## config.mk

```make
export PLATFORM = sky130hd
export DESIGN_NAME = delay_line_ctrl
export DESIGN_NICKNAME = d
export VERILOG_FILES = /design/src/rtl/delay_line_ctrl.sv
export SDC_FILE = /design/constraint.sdc
export NUM_CORES = 1
export LEC_CHECK = 0
export CAP_MARGIN = 20
export CORE_ASPECT_RATIO = 1.5
export CORE_MARGIN = 10
export CORE_UTILIZATION = 25
export CTS_BUF_LIST = sky130_fd_sc_hd__clkbuf_16
export CTS_CLUSTER_DIAMETER = 80
export DETAILED_ROUTE_END_ITERATION = 12
export SYNTH_ARGS = -nofsm -noshare
export SYNTH_HDL_FRONTEND = slang
export SYNTH_SLANG_ARGS = --single-unit
```

## constraint.sdc

```tcl
create_clock -name CLK -period 1.85 [get_ports CLK]
set_clock_uncertainty 0.05 [all_clocks]
set_input_delay 0.185 -clock CLK [delete_from_list [all_inputs] [get_ports CLK]]
set_output_delay 0.185 -clock CLK [all_outputs]
set_load 0.1 [all_outputs]
```

## src/rtl/delay_line_ctrl.sv

```systemverilog
`default_nettype none
// ============================================================================
// Module      : delay_line_ctrl
// Description : Run-time controller for a variable-depth DFF delay line.
//               Accepts a tap depth over a valid/ready config port, zero-
//               flushes the whole line on every accepted legal depth, gates
//               the shift enable from the upstream valid/ready handshake and
//               tracks fill level so OUT_VALID marks a real sample at the tap.
// Ports       : CLK, RST           clock / async active-high reset
//               CFG_VALID/READY    depth request handshake, CFG_DEPTH value
//               CFG_ERR            sticky flag: last accepted depth illegal
//               IN_VALID/IN_READY  upstream sample handshake
//               SHIFT_EN, CLR_EN   delay-line stage enable / stage-0 zeroing
//               TAP_SEL            output mux select (depth - 1)
//               OUT_VALID          tap holds a valid sample
//               BUSY               flush in progress
// Revision    : 1.0 - initial release
// ============================================================================
module delay_line_ctrl #(
  parameter int MAX_DEPTH = 32,
  parameter int DEPTH_W   = 6
) (
  input  logic               CLK,
  input  logic               RST,
  input  logic               CFG_VALID,
  input  logic [DEPTH_W-1:0] CFG_DEPTH,
  output logic               CFG_READY,
  output logic               CFG_ERR,
  input  logic               IN_VALID,
  output logic               IN_READY,
  output logic               SHIFT_EN,
  output logic               CLR_EN,
  output logic [DEPTH_W-1:0] TAP_SEL,
  output logic               OUT_VALID,
  output logic               BUSY
);

  localparam logic [1:0] c_st_idle  = 2'd0;
  localparam logic [1:0] c_st_flush = 2'd1;
  localparam logic [1:0] c_st_run   = 2'd2;

  localparam logic [DEPTH_W-1:0] c_max_depth = DEPTH_W'(MAX_DEPTH);
  localparam logic [DEPTH_W-1:0] c_one       = DEPTH_W'(1);

  logic [1:0]         state_q, state_d;
  logic [DEPTH_W-1:0] depth_q, depth_d;
  logic [DEPTH_W-1:0] tap_sel_q, tap_sel_d;
  logic [DEPTH_W-1:0] fill_q, fill_d;
  logic [DEPTH_W-1:0] flush_cnt_q, flush_cnt_d;
  logic               cfg_err_q, cfg_err_d;

  logic cfg_ready_w;
  logic cfg_fire_w;
  logic cfg_legal_w;
  logic in_ready_w;

  assign cfg_ready_w = (state_q != c_st_flush);
  assign in_ready_w  = (state_q == c_st_run);
  assign cfg_fire_w  = CFG_VALID & cfg_ready_w;
  assign cfg_legal_w = (CFG_DEPTH != '0) && (CFG_DEPTH <= c_max_depth);

  always_comb begin
    state_d     = state_q;
    depth_d     = depth_q;
    tap_sel_d   = tap_sel_q;
    fill_d      = fill_q;
    flush_cnt_d = flush_cnt_q;
    cfg_err_d   = cfg_err_q;

    case (state_q)
      c_st_idle: begin
        state_d = c_st_idle;
      end
      c_st_flush: begin
        // Counter is loaded with MAX_DEPTH-1, so the exit on zero yields
        // exactly MAX_DEPTH cycles of zero shifting.
        if (flush_cnt_q == '0) begin
          state_d = c_st_run;
        end else begin
          flush_cnt_d = flush_cnt_q - c_one;
        end
      end
      c_st_run: begin
        if (IN_VALID && (fill_q != depth_q)) begin
          fill_d = fill_q + c_one;
        end
      end
      default: begin
        state_d = c_st_idle;
      end
    endcase

    // A legal config overrides the fill update above: a sample shifted on
    // the same edge is wiped by the flush that follows.
    if (cfg_fire_w) begin
      if (cfg_legal_w) begin
        depth_d     = CFG_DEPTH;
        tap_sel_d   = CFG_DEPTH - c_one;
        cfg_err_d   = 1'b0;
        fill_d      = '0;
        flush_cnt_d = c_max_depth - c_one;
        state_d     = c_st_flush;
      end else begin
        cfg_err_d = 1'b1;
      end
    end
  end

  always_ff @(posedge CLK or posedge RST) begin
    if (RST) begin
      state_q     <= c_st_idle;
      depth_q     <= c_one;
      tap_sel_q   <= '0;
      fill_q      <= '0;
      flush_cnt_q <= '0;
      cfg_err_q   <= 1'b0;
    end else begin
      state_q     <= state_d;
      depth_q     <= depth_d;
      tap_sel_q   <= tap_sel_d;
      fill_q      <= fill_d;
      flush_cnt_q <= flush_cnt_d;
      cfg_err_q   <= cfg_err_d;
    end
  end

  assign CFG_READY = cfg_ready_w;
  assign CFG_ERR   = cfg_err_q;
  assign IN_READY  = in_ready_w;
  assign BUSY      = (state_q == c_st_flush);
  assign CLR_EN    = (state_q == c_st_flush);
  assign SHIFT_EN  = (state_q == c_st_flush) | (in_ready_w & IN_VALID);
  assign TAP_SEL   = tap_sel_q;
  // Registers only: no input reaches OUT_VALID combinationally.
  assign OUT_VALID = in_ready_w & (fill_q == depth_q);

endmodule
`default_nettype wire
```

==> flow_metrics.env <==
export IMPL_top_layer="met4"
export IMPL_top_level_ports=23
export IMPL_yosys_warnings=0
export IMPL_clk_latency_ns=0.26
export IMPL_rows=34
export IMPL_fin_tns_setup_ns=-0.0134
export IMPL_drive_above_1_share=0.347
export IMPL_ctsHoldBuffers=0
export IMPL_period_needed_ns=1.86
export IMPL_ys_flop_type="dfrtp_1"
export IMPL_rsz0062_at_grt="yes"
export IMPL_peakVddDrop_uv=367
export IMPL_p_total_w=0.00186
export IMPL_finalInstanceArea_mm2=0.00216
export IMPL_die_y_um=114
export IMPL_grt_max_degree=28
export IMPL_whs_ns=0.207
export IMPL_pre_cts_slack_ns=-0.241
export IMPL_fillers=584
export IMPL_area_growth_pct=47.7
export IMPL_yosysUniqueCellTypes=39
export IMPL_path_clk_slew_ns=0.07
export IMPL_drt_met1_wl_um=1440
export IMPL_synth_area_leaders="dfrtp_1 (44%), nand2_1 (6.9%), ha_1 (5.1%), xor2_1 (4.8%), xnor2_1 (4.2%)"
export IMPL_r2r_worst_path_cells=7
export IMPL_vias_per_cell=4.44
export IMPL_ys_seq_area_frac=0.462
export IMPL_numCtsBuffers=3
export IMPL_wl_met2_um=2010
export IMPL_via_count=1190
export IMPL_run_status="finished with violations"
export IMPL_syn_area_mm2=0.00147
export IMPL_synth_common_cells="nand2_1 (27), dfrtp_1 (26), nor2_1 (9)"
export IMPL_hp_class="in2reg"
export IMPL_die_w_um=82.5
export IMPL_cts_tree="built"
export IMPL_clockRootBuffer="clkbuf_16"
export IMPL_synth_top_area_share=0.444
export IMPL_synth_most_common_cell="nand2_1"
export IMPL_pwr_share_seq=0.383
export IMPL_syn_num_nets=164
export IMPL_powerDensity_mw_per_mm2=861
export IMPL_maxSlewViolCount=0
export IMPL_antenna_left=0
export IMPL_whs_path_depth=3
export IMPL_syn_area_per_cell_um2=9.90
export IMPL_p_sw_frac=0.373
export IMPL_seqCellArea_um2=678
export IMPL_max_cap_violations=0
export IMPL_nNetsFinal=213
export IMPL_drc=0
export IMPL_synth_edff_count=0
export IMPL_start_util=0.255
export IMPL_portBuffers=22
export IMPL_ys_ff_latch=27
export IMPL_arrival_ns=1.63
export IMPL_syn_inst=148
export IMPL_grt_first_pass_wirelength_um=5570
export IMPL_place_congestion=0.752
export IMPL_met3_wirelength_um=202
export IMPL_grt_usage=0.0753
export IMPL_grt_pass1_vias=1198
export IMPL_post_route_period_util=1.01
export IMPL_yosys_area_top_type="dfrtp_1"
export IMPL_async_reset_ff_frac=1.00
export IMPL_antenna_found_initial=0
export IMPL_fmax_mhz=537
export IMPL_setup_violations=1
export IMPL_first_pass_iters=4
export IMPL_hold_violations=0
export IMPL_p_leak_nw=1.01
export IMPL_wl_per_cell_um=14.0
export IMPL_multi_input_area_um2=774
export IMPL_core_mm2=0.00574
export IMPL_numClockSinks=27
export IMPL_start_kind="flip-flop"
export IMPL_worst_slack_ns=-0.0134
export IMPL_dp_hpwl_um=2740
export IMPL_clockBufferDepth=2
export IMPL_tightestPinTransition_ns=0.384
export IMPL_violations="negative setup slack"
export IMPL_diodes=0
export IMPL_htreeDepth=1
export IMPL_internal_power_w=0.00117
export IMPL_overflow=0
export IMPL_p_switching_w=0.000695
export IMPL_worstSetupPathType="reg2out"
export IMPL_totalWireLength_um=3740
export IMPL_crit_path_end_kind="output port"
export IMPL_critical_path_max_fanout=3
export IMPL_slew_headroom=0.743
export IMPL_first_iter_violations=63
export IMPL_power_share_clock=0.264
export IMPL_die_area_mm2=0.00939
export IMPL_cp_required_ns=1.62
export IMPL_placement_cell_area_mm2=0.00196
export IMPL_combinationalPowerShare=0.352
==> registers in the layout, summed over array words and instances, names as in the netlist <==
name	count
fill_q	6
flush_cnt_q	6
depth_q	6
TAP_SEL	6
state_q	2
CFG_ERR	1
==> placed cells by master (no fill, tap or decap), types with 4 or more instances in the layout <==
master	count
buf_4	30
dfrtp_1	25
nand2_1	24
nor2_1	9
xor2_1	8
xnor2_1	7
clkdlybuf4s50_1	7
buf_12	7
a21oi_1	6
inv_1	6
o21ai_1	5
o21ai_2	4
clkbuf_16	4
==> area by class of cell <==
cell class / count / share of cell area
inverters: 9 / 0.0214
clock inverters: 1 / 0.00173
clock buffers: 3 / 0.0347
multi-input cells: 108 / 0.358
well taps: 72 / 0.0416
repair buffers: 48 / 0.229
flip-flops and latches: 27 / 0.313
==> power groups by stage <==
stage / combinational (W) / sequential, W / clock (W)
2_1_floorplan: 0.000240 / 0.000921 / 0
3_3_place_gp: 0.000618 / 0.000725 / 0
3_5_place_dp: 0.000624 / 0.000727 / 0
4_1_cts: 0.000634 / 0.000716 / 0.000506
5_1_grt: 0.000695 / 0.000724 / 0.000522
6_report: 0.000657 / 0.000714 / 0.000492
==> final timing paths <==
path | start | endpoint | slack, ns
max | fill_q[5] | OUT_VALID | -0.01
min | CFG_DEPTH[0] | TAP_SEL[0] | 0.21
max reg2reg | state_q[1] | flush_cnt_q[5] | 0.07
min reg2reg | TAP_SEL[1] | TAP_SEL[1] | 0.43
max in group asynchronous | RST | depth_q[0] | 1.20
min in group asynchronous | RST | flush_cnt_q[3] | 0.23
==> kinds of logic (layout without fill, tap and decap cells) <==
logic type               Yosys count  in the layout  synth area share
AO/OA/AOI/OAI                     24             24             0.104
XOR/XNOR                          15             15            0.0897
adder cells (fa/ha/maj)            6              6            0.0512
buffers and inverters             13             61            0.0487
flip-flops                        27             27             0.462
multiplexers                       3              3            0.0213
AND/OR/NAND/NOR                   60             60             0.223
==> timing repair <==
item                                    4_1_cts  5_1_grt
resized for setup                             1       10
setup buffers                                 1        8
pin swaps                                     1        3
cloned                                        0        1
endpoints found under the setup margin        1       15
==> per-stage QoR <==
stage	utilization	std cells
6_report	0.377	268
5_1_grt	0.377	268
4_1_cts	0.356	259
3_5_place_dp	0.341	254
3_3_place_gp	0.341	254
2_1_floorplan	-	148
==> per-layer routing <==
layer / vias up / track usage
met1: 567 / 0.0787
met2: 20 / 0.138
met5: - / 0
met3: 8 / 0.0173
met4: 0 / 0.0280
li1: 595 / -
==> worst max-delay path, cell delays in order, from the launching register on <==
cell and delay (ns):
dfrtp_1 0.41, xor2_1 0.19, nor4_2 0.26, buf_4 0.16
and3_4 0.19, buf_12 0.17
Power figures use the tool's default switching activity.
